$ cat config.mk
export PLATFORM = sky130hd
export DESIGN_NAME = dcache_lsu
export DESIGN_NICKNAME = d
export VERILOG_FILES = /design/src/rtl/dcache_lsu_pkg.sv /design/src/rtl/lsu_req_fifo.sv /design/src/rtl/dcache_lsu.sv
export SDC_FILE = /design/constraint.sdc
export NUM_CORES = 1
export LEC_CHECK = 0
export CAP_MARGIN = 20
export CORE_MARGIN = 10
export CORE_UTILIZATION = 30
export CTS_CLUSTER_DIAMETER = 50
export DETAILED_ROUTE_END_ITERATION = 8
export SLEW_MARGIN = 20
export SYNTH_ARGS = -nofsm -noshare
export SYNTH_HDL_FRONTEND = slang
export SYNTH_HIERARCHICAL = 1
export SYNTH_SLANG_ARGS = --single-unit
export TNS_END_PERCENT = 50
$ cat constraint.sdc
create_clock -name clk -period 4.24 [get_ports clk]
set_input_delay 0.636 -clock clk [delete_from_list [all_inputs] [get_ports clk]]
set_output_delay 0.636 -clock clk [all_outputs]
set_load 0.01 [all_outputs]
$ cat src/rtl/dcache_lsu_pkg.sv
// Shared definitions for the dcache load/store unit: FSM state encoding and
// the request-entry layout {we, addr, wdata} carried through the request FIFO.
package dcache_lsu_pkg;

   typedef enum logic [1:0] {
      ST_IDLE    = 2'd0,
      ST_ISSUE   = 2'd1,
      ST_CAPTURE = 2'd2,
      ST_RESP    = 2'd3
   } lsu_state_e;

   // Entry is packed MSB-first as {we, addr, wdata}.
   function automatic int req_width(input int addr_w, input int data_w);
      return 1 + addr_w + data_w;
   endfunction

endpackage

$ cat src/rtl/lsu_req_fifo.sv
// Request FIFO for the dcache LSU. Pointers carry an extra wrap bit so that
// full and empty are told apart without a separate occupancy counter.
module lsu_req_fifo #(
   parameter int WIDTH = 33,
   parameter int DEPTH = 2
) (
   input  logic             clk,
   input  logic             reset,
   input  logic             push,
   input  logic             pop,
   input  logic [WIDTH-1:0] din,
   output logic [WIDTH-1:0] dout,
   output logic             full,
   output logic             empty
);
   localparam int PTR_W = $clog2(DEPTH);

   logic [WIDTH-1:0] mem [DEPTH];
   logic [PTR_W:0]   wr_ptr_reg;
   logic [PTR_W:0]   rd_ptr_reg;

   always_ff @(posedge clk or posedge reset) begin
      if (reset) begin
         wr_ptr_reg <= '0;
         rd_ptr_reg <= '0;
      end else begin
         if (push && !full) begin
            wr_ptr_reg <= wr_ptr_reg + (PTR_W+1)'(1);
         end
         if (pop && !empty) begin
            rd_ptr_reg <= rd_ptr_reg + (PTR_W+1)'(1);
         end
      end
   end

   // Storage needs no reset: the pointers alone define which entries are live.
   always_ff @(posedge clk) begin
      if (push && !full) begin
         mem[wr_ptr_reg[PTR_W-1:0]] <= din;
      end
   end

   assign dout  = mem[rd_ptr_reg[PTR_W-1:0]];
   assign empty = (wr_ptr_reg == rd_ptr_reg);
   assign full  = (wr_ptr_reg[PTR_W] != rd_ptr_reg[PTR_W]) &&
                  (wr_ptr_reg[PTR_W-1:0] == rd_ptr_reg[PTR_W-1:0]);

endmodule

$ cat src/rtl/dcache_lsu.sv
// Load/store unit driving a single-port dcache with one-cycle registered reads.
// Optional DCACHE_LSU_BOUNDS_CHECK_EN suppresses requests with addr >= MEM_WORDS.
module dcache_lsu
   import dcache_lsu_pkg::*;
#(
   parameter int DATA_W     = 16,
   parameter int ADDR_W     = 16,
   parameter int MEM_WORDS  = 256,
   parameter int FIFO_DEPTH = 2
) (
   input  logic              clk,
   input  logic              reset,
   input  logic              req_valid,
   output logic              req_ready,
   input  logic              req_we,
   input  logic [ADDR_W-1:0] req_addr,
   input  logic [DATA_W-1:0] req_wdata,
   output logic              resp_valid,
   input  logic              resp_ready,
   output logic [DATA_W-1:0] resp_data,
   output logic              resp_err,
   output logic              dc_r_en,
   output logic              dc_w_en,
   output logic [ADDR_W-1:0] dc_addr,
   output logic [DATA_W-1:0] dc_w_data,
   input  logic [DATA_W-1:0] dc_r_data
);
   localparam int REQ_W = req_width(ADDR_W, DATA_W);

   if (FIFO_DEPTH < 2 || (FIFO_DEPTH & (FIFO_DEPTH - 1)) != 0 || MEM_WORDS < 1) begin : g_bad_param
      $error("dcache_lsu: FIFO_DEPTH must be a power of two >= 2 and MEM_WORDS >= 1");
   end

   lsu_state_e        state_reg;
   lsu_state_e        state_next;

   logic              fifo_full;
   logic              fifo_empty;
   logic              fifo_push;
   logic              fifo_pop;
   logic [REQ_W-1:0]  fifo_din;
   logic [REQ_W-1:0]  fifo_dout;

   logic              head_we;
   logic [ADDR_W-1:0] head_addr;
   logic [DATA_W-1:0] head_wdata;
   logic              head_oob;

   logic              req_we_reg,     req_we_next;
   logic              dc_r_en_reg,    dc_r_en_next;
   logic              dc_w_en_reg,    dc_w_en_next;
   logic [ADDR_W-1:0] dc_addr_reg,    dc_addr_next;
   logic [DATA_W-1:0] dc_w_data_reg,  dc_w_data_next;
   logic              resp_valid_reg, resp_valid_next;
   logic [DATA_W-1:0] resp_data_reg,  resp_data_next;
`ifdef DCACHE_LSU_BOUNDS_CHECK_EN
   logic              resp_err_reg,   resp_err_next;
`endif

   // Ready depends on FIFO occupancy only, so a pop cannot free a slot the same cycle.
   assign req_ready = !fifo_full;
   assign fifo_push = req_valid && !fifo_full;
   assign fifo_pop  = (state_reg == ST_IDLE) && !fifo_empty;
   assign fifo_din  = {req_we, req_addr, req_wdata};
   assign {head_we, head_addr, head_wdata} = fifo_dout;

`ifdef DCACHE_LSU_BOUNDS_CHECK_EN
   assign head_oob = (32'(head_addr) >= MEM_WORDS);
`else
   assign head_oob = 1'b0;
`endif

   lsu_req_fifo #(
      .WIDTH (REQ_W),
      .DEPTH (FIFO_DEPTH)
   ) u_req_fifo (
      .clk   (clk),
      .reset (reset),
      .push  (fifo_push),
      .pop   (fifo_pop),
      .din   (fifo_din),
      .dout  (fifo_dout),
      .full  (fifo_full),
      .empty (fifo_empty)
   );

   always_ff @(posedge clk or posedge reset) begin
      if (reset) begin
         state_reg <= ST_IDLE;
      end else begin
         state_reg <= state_next;
      end
   end

   always_comb begin
      state_next = state_reg;
      case (state_reg)
         ST_IDLE: begin
            if (fifo_pop) begin
               if (!head_oob) begin
                  state_next = ST_ISSUE;
               end else if (!head_we) begin
                  state_next = ST_RESP;
               end
            end
         end
         ST_ISSUE:   state_next = req_we_reg ? ST_IDLE : ST_CAPTURE;
         ST_CAPTURE: state_next = ST_RESP;
         ST_RESP: begin
            if (resp_ready) begin
               state_next = ST_IDLE;
            end
         end
         default:    state_next = ST_IDLE;
      endcase
   end

   // Enables default low so each request raises its enable for exactly one cycle.
   always_comb begin
      req_we_next     = req_we_reg;
      dc_r_en_next    = 1'b0;
      dc_w_en_next    = 1'b0;
      dc_addr_next    = dc_addr_reg;
      dc_w_data_next  = dc_w_data_reg;
      resp_valid_next = resp_valid_reg;
      resp_data_next  = resp_data_reg;
`ifdef DCACHE_LSU_BOUNDS_CHECK_EN
      resp_err_next   = resp_err_reg;
`endif
      case (state_reg)
         ST_IDLE: begin
            if (fifo_pop) begin
               if (!head_oob) begin
                  req_we_next    = head_we;
                  dc_r_en_next   = !head_we;
                  dc_w_en_next   = head_we;
                  dc_addr_next   = head_addr;
                  dc_w_data_next = head_wdata;
               end else if (!head_we) begin
                  resp_valid_next = 1'b1;
                  resp_data_next  = '0;
`ifdef DCACHE_LSU_BOUNDS_CHECK_EN
                  resp_err_next   = 1'b1;
`endif
               end
            end
         end
         ST_CAPTURE: begin
            resp_valid_next = 1'b1;
            resp_data_next  = dc_r_data;
`ifdef DCACHE_LSU_BOUNDS_CHECK_EN
            resp_err_next   = 1'b0;
`endif
         end
         ST_RESP: begin
            if (resp_ready) begin
               resp_valid_next = 1'b0;
`ifdef DCACHE_LSU_BOUNDS_CHECK_EN
               resp_err_next   = 1'b0;
`endif
            end
         end
         default: ;
      endcase
   end

   always_ff @(posedge clk or posedge reset) begin
      if (reset) begin
         req_we_reg     <= 1'b0;
         dc_r_en_reg    <= 1'b0;
         dc_w_en_reg    <= 1'b0;
         dc_addr_reg    <= '0;
         dc_w_data_reg  <= '0;
         resp_valid_reg <= 1'b0;
         resp_data_reg  <= '0;
`ifdef DCACHE_LSU_BOUNDS_CHECK_EN
         resp_err_reg   <= 1'b0;
`endif
      end else begin
         req_we_reg     <= req_we_next;
         dc_r_en_reg    <= dc_r_en_next;
         dc_w_en_reg    <= dc_w_en_next;
         dc_addr_reg    <= dc_addr_next;
         dc_w_data_reg  <= dc_w_data_next;
         resp_valid_reg <= resp_valid_next;
         resp_data_reg  <= resp_data_next;
`ifdef DCACHE_LSU_BOUNDS_CHECK_EN
         resp_err_reg   <= resp_err_next;
`endif
      end
   end

   assign dc_r_en    = dc_r_en_reg;
   assign dc_w_en    = dc_w_en_reg;
   assign dc_addr    = dc_addr_reg;
   assign dc_w_data  = dc_w_data_reg;
   assign resp_valid = resp_valid_reg;
   assign resp_data  = resp_data_reg;
`ifdef DCACHE_LSU_BOUNDS_CHECK_EN
   assign resp_err   = resp_err_reg;
`else
   assign resp_err   = 1'b0;
`endif

endmodule
==> parameters.txt <==
Parameter                              Value

Pwr
  NetSw ... approximately 1.5 mW
  P_int ... between 3 and 4 mW
  Switching power as a share of total power ... 28.8%
  Total Power ... a little over 5 mW
  Gate power share ... 35.4%
  Leakage power figure ... roughly 2.4 nW
  Clk network pwr share ... between 20 and 30%
  Maximum vdd ir drop ... 318 uV
  Power per cell area ... 786 nW/um^2
  Sequential share of power ... ~39%

Cells and area
  Number of flip-flops under the largest register name ... 66
  Finished Cell Area ... 6530 um^2
  Final standard cell count with taps included and fillers excluded ... 596
  Total number of nets in the final design ... 425
  Number of filler instances in the final layout ... approximately 1,400
  Area delta synth->final ... 39.2%
  Antenna cells ... 0
  Fraction of final layout cells sized beyond drive strength 1 ... around a third

Worst setup path
  Crit path kind ... reg -> reg
  Register-to-register setup slack ... ~1.7 ns
  Reg-to-Reg Start ... u_req_fifo/rd_ptr_reg[1]$_DFFE_PP0P_
  Worst path required time ... roughly 4.5 ns
  Capture point of the worst reg-to-reg path ... u_req_fifo/rd_ptr_reg[0]$_DFFE_PP0P_
  Endpoint type of the worst setup path ... flip-flop
  Depth of the worst register-to-register path ... 5
  Data arrival time of the worst path ... ~2.9 ns
  Startpoint type of the worst setup path ... flip-flop
  Highest net fanout along the worst path ... 19

Clock network
  Clock input transition at the sequential cells of the worst setup and hold paths ... roughly 0.060 ns
  Buffers from clock root to sink, at most ... 2
  Clk root buf ... clkbuf_16
  Hold-fix buffers at CTS ... 0
  Post-CTS Setup Inserts ... 0
  Clock tree from TritonCTS ... done
  Depth of the CTS H-tree ... 4
  Cts repair resizes ... 0
  Number of sinks driven by the clock tree ... ~120
  Later-pin clock latency in the skew report ... 0.41 ns
  Cts bufs inserted ... 17

Synth
  Post-Syn Instances ... 255
  Number of synthesized flops with an enable pin ... 66
  Sequential share of the synthesized area ... between 70 and 80%
  Async SR Flop Fraction ... 46.8%
  Area fraction of the dominant cell type after synthesis ... between 40% and 50%
  Most numerous cell types in the synthesized netlist ... mux2_2, edfxtp_1, dfrtp_1
  Main synth FF type ... edfxtp_1
  Syn avg cell area ... between 15 and 20 um^2
  Most used standard cell by instance count after synthesis ... mux2_2
  Post-Syn Area ... 4690 um^2
  Total nets after synthesis ... 308
  Count of cell types in the netlist ... 27
  Syn. warnings ... 6
  Cell taking the most area after synthesis ... edfxtp_1
  Flip-flop and latch count after synthesis ... between 100 and 150
  Top cells by area in the synthesized netlist ... edfxtp_1, dfrtp_1, mux2_2

Drt
  Post-DRT Antenna Nets ... 0
  DRC violations left ... 0
  Post-Route WL ... roughly 9800 um
  Number of iterations in the first detailed-routing pass ... 4
  DRC marker count from the first detailed-route iteration ... approximately 120
  Vias per cell ... about 4.2
  Post-DR wirelength/cell ... about 16 um
  Vias ... 2,520

Place
  Count of input and output buffers ... approximately 100
  Cell count after placement ... 563
  Final GP Congestion ... 0.714
  Placement Cell Area ... a little under 6000 um^2
  Detailed placer's ending HPWL ... between 6000 and 7000 um

Timing
  Final hold slack ... 0.482 ns
  Setup TNS Final ... 0 ns
  Max-slew violations ... 0
  Clock skew after layout ... ~0.008 ns
  Unrepaired setup endpoints after global routing ... false
  Measured slew at the worst slew-check pin ... roughly 0.94 ns
  Relative slew slack ... between 30% and 40%
  Time the worst path needs with I/O delays and setup ... between 2 and 3 ns
  Count of endpoints failing setup in the final report ... 0
  FMAX ... ~390 MHz
  Hold Violations, Final ... 0
  Final Cycle Share ... roughly three fifths

Hold path
  Startpoint of the lowest-slack hold path ... resp_valid$_DFFE_PP0P_
  Worst min path class ... reg -> reg
  Hold Path Stages ... 1
  Sink of the worst hold path ... resp_valid$_DFFE_PP0P_

Job
  Number of maximum-capacitance constraint violations ... 0

Die
  Die area ... roughly 21,000 um^2
  Initial standard-cell utilization of the core ... a little under a third
  Top-level I/O count ... 106
  Standard-cell rows ... 45
  Die Height ... 145 um
  Placeable Area ... ~15,000 um^2
  Floorplan die width ... 145 um

Global route
  Overall overflow remaining after global route ... 0
  Combined global-route utilization of all metal layers ... a little under a tenth
  Number of antenna violations at the first check in global routing ... 0
  Largest net degree at the start of global routing ... just over 40
  First-pass GRT wire length ... about 15,000 um
  Via count of the first global-routing pass ... between 2,000 and 3,000

Status
  Outcome ... completed
==> kinds of logic (layout without fill, tap and decap cells) <==
family                    after synthesis  count (layout)  share of synthesized area, %
buffers and inverters                  15             145                          2.08
and+or+nand+nor                        18              18                          2.29
xor gates and xnor gates                3               3                         0.720
other                                   1               1                        0.0799
AOI/OAI and AO/OA                       9               9                          1.28
DFF                                   124             124                          73.2
muxes                                  85              85                          20.4
==> critical path: stages (launching register included) <==
cell and delay, ns:
dfrtp_1 0.46, xor2_1 0.33, nor2_1 0.17, nor3_4 0.70
buf_4 0.42, mux2_2 0.37
==> through the flow <==
stage / util, % / setup WS, ns
after floorplan: - / 1.05
after global placement: 39.0 / 1.45
after detailed placement: 39.0 / 1.40
after CTS: 42.6 / 1.59
after global routing: 42.8 / 1.41
final: 42.8 / 1.65
==> layout by cell type (no fill, tap or decap), types with 3 or more instances in the layout <==
cell	instances
buf_4	4
clkbuf_1	3
clkbuf_16	17
clkdlybuf4s50_1	104
clkinv_2	5
clkinv_4	3
dfrtp_1	57
edfxtp_1	66
inv_1	3
mux2_2	83
nand2_1	5
nor2b_1	4
o21ai_0	3
==> worst max path at each step <==
stage	from	endpoint	slack (ns)
floorplan	u_req_fifo/rd_ptr_reg[0]$_DFFE_PP0P_	u_req_fifo/mem[1][0]$_DFFE_PP_	1.05
global placement	req_valid	u_req_fifo/mem[1][14]$_DFFE_PP_	1.45
detailed placement	req_valid	u_req_fifo/mem[1][16]$_DFFE_PP_	1.40
CTS	u_req_fifo/rd_ptr_reg[1]$_DFFE_PP0P_	u_req_fifo/rd_ptr_reg[0]$_DFFE_PP0P_	1.59
global route	u_req_fifo/rd_ptr_reg[1]$_DFFE_PP0P_	u_req_fifo/rd_ptr_reg[0]$_DFFE_PP0P_	1.41
finish	u_req_fifo/rd_ptr_reg[1]$_DFFE_PP0P_	u_req_fifo/rd_ptr_reg[0]$_DFFE_PP0P_	1.65
==> routing by layer <==
metal	vias to the layer above	GRT usage [%]	wire length, um
li1	1176	-	-
met1	1263	10.8	4250
met2	67	14.9	4750
met3	14	3.60	573
met4	0	4.29	175
met5	-	0	0
==> layout make-up <==
type	count	area (um^2)	area share, %
Tap cell	211	264	4.04
Timing Repair Buffer	109	1100	16.8
Clock buffer	21	450	6.90
Clock inverter	11	96.3	1.48
Inverter	4	15.0	0.230
Multi-Input combinational cell	116	1170	17.9
Sequential cell	124	3430	52.6
==> power by group through the flow <==
stage / Clock (mW) / Sequential (mW) / Combinational, mW
final: 1.32 / 2.00 / 1.82
after global routing: 1.41 / 2.06 / 1.97
after CTS: 1.35 / 2.01 / 1.85
after detailed placement: 0 / 2.03 / 1.84
after global placement: 0 / 2.01 / 1.81
after floorplan: 0 / 2.11 / 0.939
No activity file was read; power rests on OpenSTA's default activity.
